==> src/rtl/fp_add_arbiter.sv <==
`default_nettype none
// ============================================================================
//  Module      : fp_add_arbiter
//  Description : Two-port round-robin arbiter and sequencer for a shared
//                floating-point adder pipeline. Grants at most one request
//                per cycle, registers the winner's operands into the adder
//                issue stage, tracks ownership through a tag pipeline
//                matched to the adder latency, and routes each result back
//                to its requester.
//  Options     : FP_ADD_ARB_FIXED_PRIO_EN - when defined, port 0 always
//                wins a tie (the round-robin pointer is removed).
//  Revision    : 1.0 - initial release
// ============================================================================
module fp_add_arbiter #(
  parameter int LATENCY = 3,
  parameter int W       = 32
) (
  input  logic         clk,
  input  logic         reset,
  input  logic         req0_valid,
  output logic         req0_ready,
  input  logic [W-1:0] req0_a,
  input  logic [W-1:0] req0_b,
  input  logic         req0_as,
  input  logic         req1_valid,
  output logic         req1_ready,
  input  logic [W-1:0] req1_a,
  input  logic [W-1:0] req1_b,
  input  logic         req1_as,
  input  logic         stall,
  output logic         add_valid,
  output logic [W-1:0] add_a,
  output logic [W-1:0] add_b,
  output logic         add_as,
  input  logic [W-1:0] add_result,
  output logic         rsp0_valid,
  output logic         rsp1_valid,
  output logic [W-1:0] rsp_data,
  output logic         busy
);

  // The count can reach LATENCY+2 (an op is outstanding from its accept
  // edge until its response pulse ends), so LATENCY+3 states are needed.
  localparam int CNT_W = $clog2(LATENCY + 3);

  logic             winner;     // 0 = port 0, 1 = port 1
  logic             grant_ok;
  logic             accept;
  logic             rsp_fire;
  logic [LATENCY:0] tag_valid;
  logic [LATENCY:0] tag_port;
  logic [CNT_W-1:0] count;

`ifdef FP_ADD_ARB_FIXED_PRIO_EN
  // Fixed priority: port 0 wins whenever it is valid.
  always_comb begin
    winner = !req0_valid;
  end
`else
  logic last;

  // Round-robin: a lone requester wins; on a tie the port not granted last wins.
  always_comb begin
    winner = 1'b0;
    if (req0_valid && req1_valid) begin
      winner = ~last;
    end else begin
      winner = req1_valid;
    end
  end

  // Pointer to the most recently granted port; moves only on an accept.
  always_ff @(posedge clk) begin
    if (reset) begin
      last <= 1'b1;
    end else if (accept) begin
      last <= winner;
    end
  end
`endif

  // Ready is combinational on stall and reset so a stall blocks the same cycle.
  assign grant_ok   = !stall && !reset;
  assign req0_ready = req0_valid && !winner && grant_ok;
  assign req1_ready = req1_valid &&  winner && grant_ok;
  assign accept     = req0_ready || req1_ready;

  // Issue register: capture the winner's operands; hold them when idle.
  always_ff @(posedge clk) begin
    if (reset) begin
      add_valid <= 1'b0;
      add_a     <= '0;
      add_b     <= '0;
      add_as    <= 1'b0;
    end else begin
      add_valid <= accept;
      if (accept) begin
        add_a  <= winner ? req1_a  : req0_a;
        add_b  <= winner ? req1_b  : req0_b;
        add_as <= winner ? req1_as : req0_as;
      end
    end
  end

  // Ownership tags shift alongside the adder; entry LATENCY lines up with add_result.
  always_ff @(posedge clk) begin
    if (reset) begin
      tag_valid <= '0;
      tag_port  <= '0;
    end else begin
      tag_valid <= {tag_valid[LATENCY-1:0], accept};
      tag_port  <= {tag_port[LATENCY-1:0],  winner};
    end
  end

  // Response register: capture the adder output and pulse the owning port.
  always_ff @(posedge clk) begin
    if (reset) begin
      rsp0_valid <= 1'b0;
      rsp1_valid <= 1'b0;
      rsp_data   <= '0;
    end else begin
      rsp0_valid <= tag_valid[LATENCY] && !tag_port[LATENCY];
      rsp1_valid <= tag_valid[LATENCY] &&  tag_port[LATENCY];
      if (tag_valid[LATENCY]) begin
        rsp_data <= add_result;
      end
    end
  end

  assign rsp_fire = rsp0_valid || rsp1_valid;

  // In-flight count: an op stays counted through the cycle of its response pulse.
  always_ff @(posedge clk) begin
    if (reset) begin
      count <= '0;
    end else begin
      case ({accept, rsp_fire})
        2'b10:   count <= count + CNT_W'(1);
        2'b01:   count <= count - CNT_W'(1);
        default: count <= count;
      endcase
    end
  end

  assign busy = (count != '0);

endmodule
`default_nettype wire

==> config.mk <==
export PLATFORM = sky130hd
export DESIGN_NAME = fp_add_arbiter
export DESIGN_NICKNAME = d
export VERILOG_FILES = /design/src/rtl/fp_add_arbiter.sv
export SDC_FILE = /design/constraint.sdc
export NUM_CORES = 1
export LEC_CHECK = 0
export ABC_AREA = 1
export CORE_ASPECT_RATIO = 0.8
export CORE_UTILIZATION = 40
export DETAILED_ROUTE_END_ITERATION = 12
export GPL_TIMING_DRIVEN = 0
export PLACE_DENSITY = 0.82
export SLEW_MARGIN = 20
export SYNTH_ARGS = -nofsm -noshare
export SYNTH_HDL_FRONTEND = slang
export SYNTH_SLANG_ARGS = --single-unit
==> constraint.sdc <==
create_clock -name clk -period 2.98 [get_ports clk]
set_clock_uncertainty 0.05 [all_clocks]
set_input_delay 0.745 -clock clk [delete_from_list [all_inputs] [get_ports clk]]
set_output_delay 0.745 -clock clk [all_outputs]
set_load 0.02 [all_outputs]
* After elaboration in Yosys (flattened, before gate mapping)
Cells that the tools add are included.
Widths: inputs -> output; s select.
** Operators by class
- Add/subtract/negate cells :: 2
- Multiply operators :: 0
- Div/mod/pow operators :: 0
- Magnitude comparators :: 0
- Equality and inequality tests :: 2
- Shifts and indexed selects :: 0
- Muxes and demuxes :: 5
- Bitwise logic cells :: 1
- Reduce and logical (&&, ||, !) cells :: 16
** Operator list (number)
- $mux 32 :: 2
- $logic_and 1x1->1 :: 8
- $pmux 3 s2 :: 1
- $logic_not 1->1 :: 4
- $add 3x1->3 const B :: 1
- $reduce_bool 3->1 :: 1
- $sub 3x1->3 const B :: 1
- $eq 2x1->1 const B :: 1
- $eq 2x2->1 const B :: 1
- $logic_or 1x1->1 :: 2
- $mux 1 :: 2
- $reduce_bool 2->1 :: 1
- $not 1->1 :: 1
** Word-level totals
- Bits in registers :: 112
- Bits in latches :: 0
- RAM bits :: 0
- Bits in read-only memories :: 0
- Input port bits :: 167
- Output and inout port bits :: 103
- Word-level logic and storage cells :: 37
- Memories kept :: 0

* Longest topological paths before layout
- Depth after elaboration :: 8
- Depth in mapped cells :: 13
- Gate-level depth less buffers :: 11

* Least setup slack after synthesis
Ideal clock, no wire load.
- Path kind :: input -> register
- From :: in reset
- To :: reg count[2]
- Library setup time :: 0.115 ns
- Arrival :: 2.359 ns
- Data required time :: 2.815 ns
- Setup slack :: 0.456 ns
- Stages on the path :: 12
- Path buffers :: 2
- Path through :: buf_2 inv_2 nand2_2 nor2_4 nor2_4 buf_2 ha_1 fa_1 nor2_1 nor2_1 a21oi_1 nor2_1
** Between the ends
- Longest elaborated chain between the ends :: 6
- Elaborated cells on any way between the ends :: 9
- Classes of those cells :: eq/ne (2); mux (1); reduce/logical (6)
** RTL lines
- start: declaration :: RTL line 19 : input logic reset,
- $logic_not 1->1 (*) :: RTL line 83 : assign grant_ok = !stall && !reset;
- $logic_and 1x1->1 (*) :: RTL line 83
- $logic_and 1x1->1 (*) :: RTL line 85 : assign req1_ready = req1_valid && winner && grant_ok;
- net req1_ready :: RTL line 26 : output logic req1_ready,
- $logic_or 1x1->1 (*) :: RTL line 86 : assign accept = req0_ready || req1_ready;
- $eq 2x1->1 / $eq 2x2->1 (equally long branches) :: RTL line 138 : case ({accept, rsp_fire})
- $pmux 3 s2 / $reduce_bool 2->1 (equally long branches)
- end signal: assignment :: RTL line 139 : 2'b10: count <= count + CNT_W'(1);
- end signal: assignment :: RTL line 140 : 2'b01: count <= count - CNT_W'(1);
- end signal: assignment :: RTL line 141 : default: count <= count;
- end: declaration :: RTL line 52 : logic [CNT_W-1:0] count;
The timed path passes the listed nets; every way through them passes the cells marked *.
A chain may end at the register's enable or synchronous reset.

* Worst setup path in the final report
- From :: in reset
- To :: out req0_ready
** Between the ends
- Longest elaborated chain between the ends :: 3
** RTL lines
- $logic_not 1->1 :: RTL line 83
- $logic_and 1x1->1 :: RTL line 83
- $logic_and 1x1->1 :: RTL line 84 : assign req0_ready = req0_valid && !winner && grant_ok;
- end: declaration :: RTL line 21 : output logic req0_ready,
No other way between the ends.

==> flow_summary.yaml <==
status:
  status: "completed"
die:
  fp.dieArea_um2: 13680
  ios: 270
  dieHeight_um: 104.8
  rows: 37
  start_util_pct: 41.06
  dieWidth_um: 130.5
  coreArea_um2: 12870
grt:
  grt_remaining_overflow: 0
  grt_usage_pct: 25.26
  grt_pass1_vias: 5482
  grt_max_degree: 21
  grt_first_pass_wirelength_um: 27020
  antenna_found_initial: 0
cells_and_area:
  final_core_util_pct: 66.19
  layout-drive-gt1-share_pct: 5.531
  final_nets: 1285
  final_area_um2: 8518
  syn_to_final_growth_pct: 61.21
  insertedDiodeCount: 0
setup_path:
  end_kind: "primary output"
  reg2reg_slack_ns: 0.89
  r2r_end: "count[2]"
  crit_path_max_fanout: 19
  r2r_cells: 11
  critPathKind: "in -> out"
  start_kind: "input pin"
  required_ns: 2.18
  cp.arrival_ns: 2.07
  reg2reg_from: "last"
yosys:
  synth_area_um2: 5284
  syn-instance-count: 837
  ys_types: 19
  synthTopCellsByArea: "dfxtp_1, nor2_1, nand2_1"
  ys_warn_count: 0
  yosys.area.top_type_share_pct: 42.06
  syn_nets: 1006
  synth_top_area_cell: "dfxtp_1"
  ys_seq_elements: 111
  synth-seq-area-share_pct: 42.06
  syn_area_per_cell_um2: 6.313
power:
  ir_drop_mv: 0.3147
  power_density_nw_per_um2: 444.6
  leakagePower_nw: 3.964
placement:
  place_congestion: 0.8135
  port-buffer-count: 269
  dpl_cell_area_um2: 8195
  hpwl_um: 13110
sta:
  tightest_slew_ns: 0.5999
  maxSlewHeadroom_pct: 60.01
  finalHoldViolCount: 0
  drv_slew: 0
  finalCritPeriodShare_pct: 96.15
  setup_violations: 0
  rsz0062_at_grt: "no"
  finalWorstPathRequiredPeriod_ns: 2.865
  max_freq_ghz: 0.3490
detailed_routing:
  avgRoutedWirePerCell_um: 13.32
  drt_wl_total_um: 17270
  drtIter0Drc: 347
  post-route-drc-count: 0
  via_per_inst: 4.647
  ant_nets: 0
  drtPass1Iterations: 5
  vias: 6022
clock_network:
  cts.path.max_buffers: 2
  clock-root-buffer: "clkbuf_16"
  clock-sinks: 111
  cts_buffers: 9
  cts_setup_buffers: 0
  cts_tree: "yes"
  ctsHoldBuffers: 0
  clkTransAtPathRegs_ns: 0.08
  clkLatencyLatePin_ns: 0.35
  htreeDepth: 3
min_path:
  min_path_type: "reg -> reg"
  hp-start: "tag_valid[2]"
  whs_endpoint: "tag_valid[3]"
  min_path_cells: 2
run:
  max_cap_violations: 0
==> flip-flops by register name, indices dropped and copies added (netlist names) <==
name        cells
rsp1_valid      1
add_a          32
last            1
add_b          32
tag_valid       4
tag_port        4
rsp_data       32
add_as          1
count           3
rsp0_valid      1
==> report_power, final <==
group | switching (mW) | leakage [nW] | internal [mW]
sequential | 0.0402 | 0.907 | 1.56
combinational | 0.443 | 2.90 | 0.469
clock | 0.597 | 0.152 | 0.674
total | 1.08 | 3.96 | 2.71
==> cells in the final DEF (no fill, tap or decap) <==
master           instances
clkdlybuf4s50_1        267
nor2_1                 206
nand2_1                201
nand3_1                133
dfxtp_1                111
inv_1                   76
o21ai_0                 34
buf_2                   28
clkbuf_1                22
clkbuf_16                9
buf_6                    5
a21oi_1                  4
nand2_2                  3
inv_8                    3
inv_2                    2
nor2_4                   2
buf_4                    2
clkinv_4                 2
clkbuf_2                 1
nor2_2                   1
or2_2                    1
buf_1                    1
nor3_1                   1
fa_1                     1
ha_1                     1
bufinv_16                1
clkinvlp_4               1
clkdlybuf4s15_2          1
dlygate4sd2_1            1
==> how the worst max path moves through the flow <==
| stage | slack (ns) | from | depth (start not counted) | endpoint |
|---|---|---|---|---|
| after detailed placement | -0.54 | reset | 7 | req0_ready |
| after global routing | 0.01 | reset | 6 | req0_ready |
| after floorplan | 0.46 | reset | 12 | count[2] |
| final | 0.11 | reset | 6 | req0_ready |
| after CTS | 0.001 | reset | 6 | req0_ready |
| after global placement | -0.55 | reset | 7 | req0_ready |
==> area by class of cell <==
cell class / instances / area (um2)
clock inverter: 7 / 88.84
sequential: 111 / 2222
buffer: 59 / 302.8
multi-input combinational: 588 / 2475
fill: 1181 / 4352
clock buffer: 9 / 225.2
tap: 175 / 219.0
inverter: 78 / 292.8
timing repair buffer: 269 / 2693
==> per-layer routing <==
layer  global-route usage (%)  up-vias  share of wire, %
met3                    6.554       27               7.8
li1                         -     3125                 -
met1                    31.01     2686                43
met2                    42.78      184                47
met4                    7.635        0               2.0
met5                        0        -                 0
==> critical path, cell delays in order <==
cell and delay [ns]:
clkdlybuf4s50_1 0.43, nor2_2 0.16, nand2_2 0.13, buf_6 0.20, a21oi_1 0.12, clkdlybuf4s15_2 0.27
==> per-stage QoR <==
stage	power [mW]	setup TNS [ns]	std cells	setup slack, ns	hold WS [ns]
2_1_floorplan	2.074	0	837	0.4563	0.3383
3_3_place_gp	2.538	-0.6618	1281	-0.5540	0.3387
3_5_place_dp	2.551	-0.7544	1281	-0.5375	0.3424
4_1_cts	3.818	0	1296	0.001092	0.3537
5_1_grt	3.963	0	1296	0.01454	0.3648
6_report	3.787	0	1296	0.1147	0.3535
==> kinds of logic after synthesis <==
logic type | synth area share (%)
AO/OA/AOI/OAI | 3.599
flip-flops | 42.06
adder cells (fa/ha/maj) | 0.6157
AND/OR/NAND/NOR | 42.53
buffers and inverters | 11.20
==> synthesized netlist by cell type, drive strengths merged <==
master,number
clkbuf,24
fa,1
or2,1
dfxtp,111
o21ai,34
nor2,209
a21oi,4
nor3,1
nand2,204
nand3,133
ha,1
buf,36
inv,78
==> repair_timing <==
action | 4_1_cts | 5_1_grt
resized for setup | 7 | 6
pin swaps | 0 | 0
endpoints found under the setup margin | 2 | 1
(Power assumes the default switching activity.)
